===== src/rtl/instr_mem_loader.sv =====
// Byte-stream program loader: assembles little-endian 32-bit words into the
// instruction store and holds the core in reset until a load completes.
module instr_mem_loader #(
  parameter int ADDR_W    = 32,
  parameter int MAX_WORDS = 22,
  parameter int CNT_W     = 8
) (
  input  logic              clk,
  input  logic              reset,
  input  logic              load_start,
  input  logic [CNT_W-1:0]  load_count,
  input  logic [7:0]        in_data,
  input  logic              in_valid,
  output logic              in_ready,
  output logic              wr_en,
  output logic [ADDR_W-1:0] wr_addr,
  output logic [31:0]       wr_data,
  output logic              busy,
  output logic              done,
  output logic              err,
  output logic              cpu_hold
);

  typedef enum logic [1:0] {IDLE, LOAD, WRITE, DONE} state_t;

  state_t           state, state_next;
  logic [CNT_W-1:0] word_cnt;
  logic [CNT_W-1:0] load_q;
  logic [1:0]       byte_cnt;
  logic [23:0]      shift;
  logic             accept;
  logic             count_ok;
  logic             last_word;

  assign accept    = in_valid && in_ready;
  assign count_ok  = (load_count != '0) && (load_count <= CNT_W'(MAX_WORDS));
  assign last_word = (word_cnt + CNT_W'(1)) == load_q;

  always_ff @(posedge clk) begin
    if (reset) state <= IDLE;
    else       state <= state_next;
  end

  always_comb begin
    state_next = state;
    in_ready   = 1'b0;
    wr_en      = 1'b0;
    busy       = 1'b0;
    done       = 1'b0;
    case (state)
      IDLE: begin
        if (load_start && count_ok) state_next = LOAD;
      end
      LOAD: begin
        in_ready = 1'b1;
        busy     = 1'b1;
        if (accept && (byte_cnt == 2'd3)) state_next = WRITE;
      end
      WRITE: begin
        wr_en      = 1'b1;
        busy       = 1'b1;
        state_next = last_word ? DONE : LOAD;
      end
      DONE: begin
        done       = 1'b1;
        state_next = IDLE;
      end
      default: state_next = IDLE;
    endcase
  end

  // Datapath and pulse registers; wr_addr/wr_data are loaded together with the
  // 4th byte so they are already stable during the single WRITE cycle.
  always_ff @(posedge clk) begin
    if (reset) begin
      word_cnt <= '0;
      load_q   <= '0;
      byte_cnt <= 2'd0;
      shift    <= '0;
      wr_addr  <= '0;
      wr_data  <= '0;
      err      <= 1'b0;
      cpu_hold <= 1'b1;
    end else begin
      err <= 1'b0;
      case (state)
        IDLE: begin
          if (load_start) begin
            if (count_ok) begin
              load_q   <= load_count;
              word_cnt <= '0;
              byte_cnt <= 2'd0;
              cpu_hold <= 1'b1;
            end else begin
              err <= 1'b1;
            end
          end
        end
        LOAD: begin
          if (accept) begin
            case (byte_cnt)
              2'd0: shift[7:0]   <= in_data;
              2'd1: shift[15:8]  <= in_data;
              2'd2: shift[23:16] <= in_data;
              default: begin
                wr_data <= {in_data, shift};
                wr_addr <= ADDR_W'({word_cnt, 2'b00});
              end
            endcase
            byte_cnt <= byte_cnt + 2'd1;
          end
        end
        WRITE: begin
          word_cnt <= word_cnt + CNT_W'(1);
          byte_cnt <= 2'd0;
        end
        DONE: cpu_hold <= 1'b0;
        default: ;
      endcase
    end
  end

endmodule


===== config.mk =====
export PLATFORM = sky130hd
export DESIGN_NAME = instr_mem_loader
export DESIGN_NICKNAME = d
export VERILOG_FILES = /design/src/rtl/instr_mem_loader.sv
export SDC_FILE = /design/constraint.sdc
export NUM_CORES = 1
export LEC_CHECK = 0
export CAP_MARGIN = 20
export CORE_MARGIN = 4
export CORE_UTILIZATION = 30
export DETAILED_ROUTE_END_ITERATION = 7
export PLACE_DENSITY_LB_ADDON = 0.3
export SETUP_SLACK_MARGIN = 0.2
export SLEW_MARGIN = 20
export SYNTH_ARGS = -nofsm -noshare
export SYNTH_HDL_FRONTEND = slang
export SYNTH_SLANG_ARGS = --single-unit
export TNS_END_PERCENT = 5

===== constraint.sdc =====
create_clock -name clk -period 1.8 [get_ports clk]
set_input_delay 0.36 -clock clk [delete_from_list [all_inputs] [get_ports clk]]
set_output_delay 0.36 -clock clk [all_outputs]
set_load 0.005 [all_outputs]

== Word-level counts from Yosys, hierarchy flattened ==
Index checks and enable logic that the tools add are counted.

* Register bits after elaboration: 86
* Latch bits: 0
* Memory bits (writable): 0
* ROM bits: 0
* Input port bits: 20
* Output and inout port bits: 70
* Logic and storage cells: 70
* Memories: 0

* Add/sub/neg operators: 2
* Multiply operators: 0
* Divide/modulo/power cells: 0
* $lt $le $gt $ge: 1
* Equality and inequality tests: 12
* Shift operators: 0
* Mux-type cells: 19
* Bitwise gates (word level): 3
* Reduce and logical (&&, ||, !) cells: 22

{| class="wikitable"
|+ Operator list
! kind !! count
|-
| $reduce_and A3 Y1 || 7
|-
| $mux W8 || 2
|-
| $pmux W8 S2 || 1
|-
| $mux W2 || 6
|-
| $ne A2 B2 Y1 const B || 5
|-
| $add A8 B1 Y8 const B || 1
|-
| $eq A2 B2 Y1 const B || 4
|-
| $eq A8 B8 Y1 || 1
|-
| $le A8 B5 Y1 const B || 1
|-
| $pmux W2 S4 || 1
|-
| $reduce_bool A8 Y1 || 1
|-
| $mux W1 || 7
|-
| $pmux W2 S3 || 1
|-
| $reduce_or A3 Y1 || 2
|-
| $eq A2 B1 Y1 const B || 2
|-
| $logic_and A1 B1 Y1 || 4
|-
| $logic_not A2 Y1 || 2
|-
| $reduce_and A4 Y1 || 1
|-
| $reduce_bool A2 Y1 || 2
|-
| $not A1 Y1 || 3
|-
| $reduce_bool A3 Y1 || 1
|-
| $add A2 B1 Y2 const B || 1
|-
| $pmux W1 S2 || 1
|-
| $reduce_and A2 Y1 || 1
|-
| $reduce_or A2 Y1 || 1
|}

== Depth between registers and ports, before layout ==
Gate-level depths: netlist (run 1).

* Word-level depth: 6
* Gate-level depth with buffers: 8
* Depth with buffers taken out: 7

== Worst setup path after synthesis (run 1) ==
No wires, ideal clock.

* Kind: register to register
* Start: register state[1]
* End: register state[1]
* Library setup time: 0.124 ns
* Arrival time: 1.750 ns
* Data required time: 1.676 ns
* Slack: -0.074 ns
* Cell stages (with the launch flop): 9
* Buffers on the path: 1
* Period minus slack after synthesis: 1.874 ns
* Cells stage by stage: dfxtp_1 > inv_1 > ha_1 > clkbuf_1 > a21bo_2 > and3_1 > a32oi_1 > mux2i_1 > o31ai_2

* Word-level cells in the longest chain between the ends: 6
* Elaborated cells between the ends (all ways): 11

{| class="wikitable"
|+ Ends and longest elaborated chain
! element !! line !! source
|-
| start: declaration || 26 || <nowiki>state_t state, state_next;</nowiki>
|-
| start signal: assignment || 41 || <nowiki>else state <= state_next;</nowiki>
|-
| $eq A2 B1 Y1 || 50 || <nowiki>case (state)</nowiki>
|-
| $mux W1 || 50 ||
|-
| named net in_ready || 14 || <nowiki>output logic in_ready,</nowiki>
|-
| $logic_and A1 B1 Y1 || 35 || <nowiki>assign accept = in_valid && in_ready;</nowiki>
|-
| $logic_and A1 B1 Y1 || 57 || <nowiki>if (accept && (byte_cnt == 2'd3)) state_next = WRITE;</nowiki>
|-
| $ne A2 B2 Y1 (no line) || - ||
|-
| $reduce_and A2 Y1 (no line) || - ||
|}

The timed path passes the listed nets, and every way through them passes these cells.
A chain may end at the register's enable or synchronous reset.

== Final worst setup path (run 1) ==
* Start: register state[1]
* End: register state[1]

* Word-level cells in the longest chain between the ends: 6
* Elaborated cells between the ends (all ways): 11

{| class="wikitable"
|+ Ends and longest elaborated chain
! element !! line
|-
| $eq A2 B1 Y1 || 50
|-
| $mux W1 || 50
|-
| $logic_and A1 B1 Y1 || 35
|-
| $logic_and A1 B1 Y1 || 57
|-
| $ne A2 B2 Y1 (no line) || -
|-
| $reduce_and A2 Y1 (no line) || -
|}

Several ways; a longest one is shown, not always the timed one.

==> results of run 1 <==
==> cells by family after synthesis <==
kind of cell | share of synthesized area (%)
xor gates and xnor gates | 2.54
adders and majority gates | 3.63
other | 0.0989
AOI/OAI and AO/OA | 11.7
muxes | 7.92
DFF | 45.4
buffers and inverters | 8.81
and+or+nand+nor | 19.9
==> routing by layer <==
layer / vias up / track usage (%) / share of wire (%)
met2: 83 / 21.3 / 48
met4: 0 / 5.10 / 1.7
li1: 1594 / - / -
met5: - / 0 / 0
met3: 14 / 3.41 / 4.9
met1: 1467 / 16.1 / 45
==> area by class of cell <==
| class | instances | area share (%) |
|---|---|---|
| Multi-Input combinational cell | 315 | 37.8 |
| Inverter | 11 | 0.880 |
| Timing Repair Buffer | 98 | 18.7 |
| Clock inverter | 3 | 0.832 |
| Sequential cell | 86 | 33.0 |
| Tap cell | 168 | 4.00 |
| Clock buffer | 13 | 4.76 |
==> flip-flops by register name (all words and copies together) (netlist names) <==
signal,cells
wr_data,32
shift,24
load_q,8
word_cnt,8
wr_addr,8
byte_cnt,2
state,2
cpu_hold,1
err,1
==> worst paths after layout <==
check                end  slack [ns]  depth (start not counted)
max             state[1]        0.14                          7
min                  err        0.39                          3
max reg2reg     state[1]        0.14                          7
min reg2reg  wr_data[15]        0.45                          2
==> critical path, delay by kind of cell, from the launching register on <==
family	cells	cell delay [ns]
flops	1	0.37
fa+ha+maj	1	0.13
buf+inv	1	0.07
mux	1	0.28
simple gates	1	0.14
compound gates	3	0.55
==> power groups by stage <==
stage / Clock (W) / Combinational, W / Sequential, W
6_report: 0.00183 / 0.000760 / 0.00199
5_1_grt: 0.00197 / 0.000828 / 0.00200
4_1_cts: 0.00189 / 0.000735 / 0.00199
3_5_place_dp: 0 / 0.000681 / 0.00202
3_3_place_gp: 0 / 0.000667 / 0.00202
2_1_floorplan: 0 / 0.000461 / 0.00201
==> placed cells by master, fill, tap and decap left out, types with 3 or more instances in the layout <==
| cell type | count |
|---|---|
| xnor2_1 | 6 |
| a31oi_1 | 3 |
| buf_12 | 8 |
| and3_1 | 3 |
| clkbuf_16 | 9 |
| conb_1 | 24 |
| o21ai_0 | 5 |
| nor2_1 | 34 |
| nand3_2 | 3 |
| dfxtp_2 | 4 |
| buf_6 | 4 |
| nor3_1 | 4 |
| mux2i_1 | 30 |
| nand3_1 | 6 |
| ha_1 | 6 |
| dlygate4sd2_1 | 6 |
| a21oi_2 | 4 |
| xor2_1 | 3 |
| buf_4 | 22 |
| clkbuf_1 | 3 |
| o32ai_1 | 3 |
| ha_4 | 5 |
| nand2_1 | 86 |
| and3b_1 | 3 |
| nor2_2 | 3 |
| inv_1 | 9 |
| clkdlybuf4s50_1 | 52 |
| dfxtp_1 | 80 |
| a21oi_1 | 48 |
==> repair_timing <==
item / CTS / global route
cloned: 0 / 0
setup buffers: 2 / 1
pin swaps: 5 / 7
setup endpoints to repair: 24 / 26
resized for setup: 33 / 23
hold buffers: 0 / 0
==> per-stage QoR <==
step           std cells  setup slack, ns  setup TNS [ns]  hold WS [ns]
3_5_place_dp         675           -0.356           -6.53         0.447
5_1_grt              694            0.101               0         0.411
6_report             694            0.139               0         0.392
2_1_floorplan        461            0.126               0         0.432
3_3_place_gp         675           -0.351           -6.40         0.443
4_1_cts              693            0.124               0         0.455
==> metrics.txt, run 1 <==
Starting Density 31.0%; max cap viols 0; CTS H-tree depth 3; Lkg Pwr 2.16 nW; DR vias 3158; drc violations 0; final hold violation count 0; CP cell instances inv_4 -> ha_4 -> a21bo_4 -> and3_4 -> a32oi_2 -> mux2i_1 -> o31ai_2; Routed WL per cell 13.3 um; number of flops mapped to enable cells by yosys 0; P&R area growth vs syn 38.8%; HPWL Detailed 6.44 mm; CP Capture Type register; number of DRC markers in iteration 0 162; slowest CP cell dfxtp_4; # setup viols final 0; Hold WC Path Type in2reg; Yosys top cell area share 45.4%; fin. max-slew vios 0; Total Routing Usage GR 12.9%; GPL Wtd Cong 0.810; RSZ-0062 raised after global routing true; Post-DP Area 4800 um^2; CTS max path bufs 2; Internal Pwr Total 0.00342 W; Core Footprint 12200 um^2; Core Util, Final 43.1%; largest net degree at the start of global routing 91; maximum vdd ir drop 0.376 mV; Fillers 1199; total gr overflow 0; final net count 552; fin crit share 92.3%; Clock transition at path regs 0.06 ns; router iterations before antenna repair 4; fmax 602 MHz; layout cell share with drive strength beyond 1 17.7%; Mean Syn Cell Area 8.65 um^2; Tot Pwr 0.00459 W; Worst Skew 0.00576 ns; Rows 40; clock power share 40.0%; Seq. cell area 1730 um^2; IO Count 90; Pwr Density 872 nW/um^2; Worst EP arrival 1.88 ns; design area 5260 um^2; Startpoint Class register; Netlist Area Pre-Place 3790 um^2; min-delay src load_count[6]; clock period minus worst slack 1.66 ns; Psw 0.00116 W; Post-synth top flop dfxtp_1; diode count 0; dominant cells by area after synthesis dfxtp_1 (45%), nand2_1 (8.5%), mux2i_1 (7.9%); clk sinks 86; CTS tree done; r2r startpoint state[1]; die height 120 um; drt via density 4.55; status complete, no violations; TritonCTS Buffers 9; Seq/Total Area, Yosys 45.4%; Logic pwr share 16.6%; Synth top cells by count dfxtp_1 (86), nand2_1 (86), a21oi_1 (52); Seq pwr share 43.5%; Required @ worst endpoint 2.01 ns; yosys warns 0; PortBufs 65; Setup crit start state[1]; worst skew pair latency 0.33 ns; vias in the first global route 3098; Die ar. 14500 um^2; CP peak stage delay 0.37 ns; multi-input logic area 1990 um^2; Detailed Route WL 9.21 mm; largest area contributor in the netlist dfxtp_1; Clock Tree Root clkbuf_16; Gate Count Post-Synth 438; first-pass GRT wire length 15.1 mm; chip width 120 um; Synth async-reset ratio 0%; crit path max fanout 3; Yosys reg bits 86; sw frac 25.4%; antenna violations before repair 0; post-route ant nets 0; Netlist cell types 47; crit path kind reg2reg
Power figures use the tool's default switching activity.
==> run 2, diff against run 1 <==
--- a/config.mk
+++ b/config.mk
@@ -7,8 +7,9 @@
 export LEC_CHECK = 0
 export CAP_MARGIN = 20
 export CORE_MARGIN = 4
-export CORE_UTILIZATION = 30
+export CORE_UTILIZATION = 45
 export DETAILED_ROUTE_END_ITERATION = 7
+export GPL_TIMING_DRIVEN = 0
 export PLACE_DENSITY_LB_ADDON = 0.3
 export SETUP_SLACK_MARGIN = 0.2
 export SLEW_MARGIN = 20
==> run 2 against run 1 <==
The run now ends with negative setup slack left. Setup slack got worse by 0.17 ns. Clock skew increased by 0.0052 ns. Global-route usage rose by 5.0 points. Non-clock buffer count is 21 higher. Wire length decreased by 1.5%. Via count rose by 3.5%. Register-to-register slack lost 0.17 ns. Maximum frequency decreased by 9.2%. Clock-buffer cell count decreased by 3. Critical path type unchanged. Largest cell class unchanged. Highest routed layer unchanged.
==> metrics.txt, run 2 (synthesized netlist as in run 1, its figures left out) <==
Post-DP Area 4700 um^2 (-2.2%); final hold violation count 0 (unchanged); CP peak stage delay 0.37 ns (about the same); Hold WC Path Type in2reg; fin crit share 102% (+9.4 points); CTS tree done; top flop regs wr_data (32), shift (24); buffers plus inverters on the worst setup path 2 (+1); # setup viols final 1 (+1); Detailed Route WL 9.07 mm (-1.5%); Rel. slew slack 59.1%; Clock transition at path regs 0.09 ns (+0.03 ns); Lkg Pwr 2.18 nW (+0.60%); setup ws final -0.0291 ns (-0.168 ns); Routed WL per cell 13.9 um (+4.8%); commonest non-fill, non-tap cell in the layout nand2_1; layout cell share with drive strength beyond 1 17.7% (+0.052 points); chip width 99.8 um (-17%); Die ar. 9950 um^2 (-31%); clk sinks 86 (unchanged); post-route ant nets 0 (unchanged); Core Footprint 8220 um^2 (-33%); PortBufs 63 (-3.1%); antenna violations before repair 0 (unchanged); Setup WS pre-CTS -0.437 ns (-0.0809 ns); final net count 573 (+3.8%); maximum vdd ir drop 0.564 mV (+50%); Required @ worst endpoint 2.03 ns (+0.02 ns); slowest CP cell dfxtp_4; Largest Register wr_data; die height 99.8 um (-17%); Core Util, Final 62.3% (+19 points); Pwr Density 852 nW/um^2 (-2.3%); RSZ-0062 raised after global routing true; failing checks negative setup slack; IO Count 90 (unchanged); drt via density 5.01 (+10%); DR vias 3268 (+3.5%); fin. max-slew vios 0 (unchanged); actual slew at the worst max-slew pin 0.612 ns; number of DRC markers in iteration 0 113 (-30%); router iterations before antenna repair 4 (unchanged); Tot Pwr 0.00436 W (-5.0%); Worst EP arrival 2.06 ns (+0.18 ns); diode count 0 (unchanged); HPWL Detailed 6.53 mm (+1.4%); commonest cells after routing, fill and taps aside nand2_1 (86), dfxtp_1 (79), clkdlybuf4s50_1 (51); crit path kind reg2reg; delay-heaviest family, CP compound AO/OA/AOI/OAI gates; worst skew pair latency 0.35 ns (+0.02 ns); first-pass GRT wire length 14.5 mm (-4.2%); clock period minus worst slack 1.83 ns (+0.168 ns); status complete, but fails checks; Rows 33 (-18%); Hold Slack 0.350 ns (-0.0423 ns); CTS max path bufs 2 (unchanged); Worst Skew 0.0110 ns (+0.00522 ns); max reg flops 32 (unchanged); vias in the first global route 3166 (+2.2%); Starting Density 46.1% (+15 points); crit path max fanout 7 (+4); Post-CTS Hold Fix Bufs 0 (unchanged); TritonCTS Buffers 9 (unchanged); CTS H-tree depth 3 (unchanged); CP Capture Type register; P&R area growth vs syn 35.1%; max cap viols 0 (unchanged); Clock Tree Root clkbuf_8; design area 5120 um^2 (-2.7%); largest net degree at the start of global routing 16 (-82%); CP cell instances buf_6 -> ha_4 -> buf_8 -> a21bo_4 -> and3_4 -> a32oi_4 -> mux2i_1 -> o31ai_2; Total Routing Usage GR 18.0% (+5.0 points); drc violations 0 (unchanged); GPL Wtd Cong 0.865 (+6.9%); fmax 547 MHz (-9.2%); Startpoint Class register; total gr overflow 0 (unchanged)
[run 2: final cells by class]
| cell class | count | area [um^2] |
|---|---|---|
| tap | 105 | 131 |
| inverter | 11 | 43.8 |
| multi-input combinational | 315 | 1990 |
| clock buffer | 10 | 128 |
| clock inverter | 6 | 93.8 |
| timing repair buffer | 70 | 673 |
| sequential | 86 | 1740 |
| fill | 705 | 3100 |
| buffer | 49 | 324 |
[run 2: through the flow]
step / setup TNS, ns / cells
final: -0.0291 / 652
after global placement: -7.10 / 629
after global routing: -0.0802 / 652
after CTS: -0.0647 / 651
after floorplan: 0 / 461
after detailed placement: -7.81 / 629
[run 2: worst paths after layout]
kind	startpoint	endpoint	slack, ns	depth (start not counted)
worst max-delay path	state[0]	state[1]	-0.03	8
worst min register to register	shift[22]	wr_data[22]	0.46	2
worst max register to register	state[0]	state[1]	-0.03	8
worst min-delay path	load_count[6]	err	0.35	3
[run 2: routing by layer]
metal | track usage, % | wire length (um)
met1 | 22.8 | 3920
met2 | 29.5 | 4380
met3 | 3.96 | 564
met4 | 7.46 | 198
met5 | 0 | 0
[run 2: worst reg2reg max path: cells and delay by family (launching register included)]
kind	cells	cell delay [ns]
adder cells (fa/ha/maj)	1	0.13
flip-flops	1	0.37
buffers and inverters	2	0.20
AND/OR/NAND/NOR	1	0.15
multiplexers	1	0.29
AO/OA/AOI/OAI	3	0.57
[run 2: repair_timing]
item,4_1_cts,5_1_grt
resized for setup,32,29
buffers inserted,6,1
setup endpoints to repair,79,107
pin swaps,4,4
endpoints found under the hold margin,0,0
[run 2: report_power, final]
| group | switching, W | leakage [nW] | internal, W |
|---|---|---|---|
| Sequential | 0.0000297 | 0.698 | 0.00194 |
| Clock | 0.000722 | 0.107 | 0.000793 |
| Combinational | 0.000460 | 1.37 | 0.000412 |
| Total | 0.00121 | 2.18 | 0.00315 |
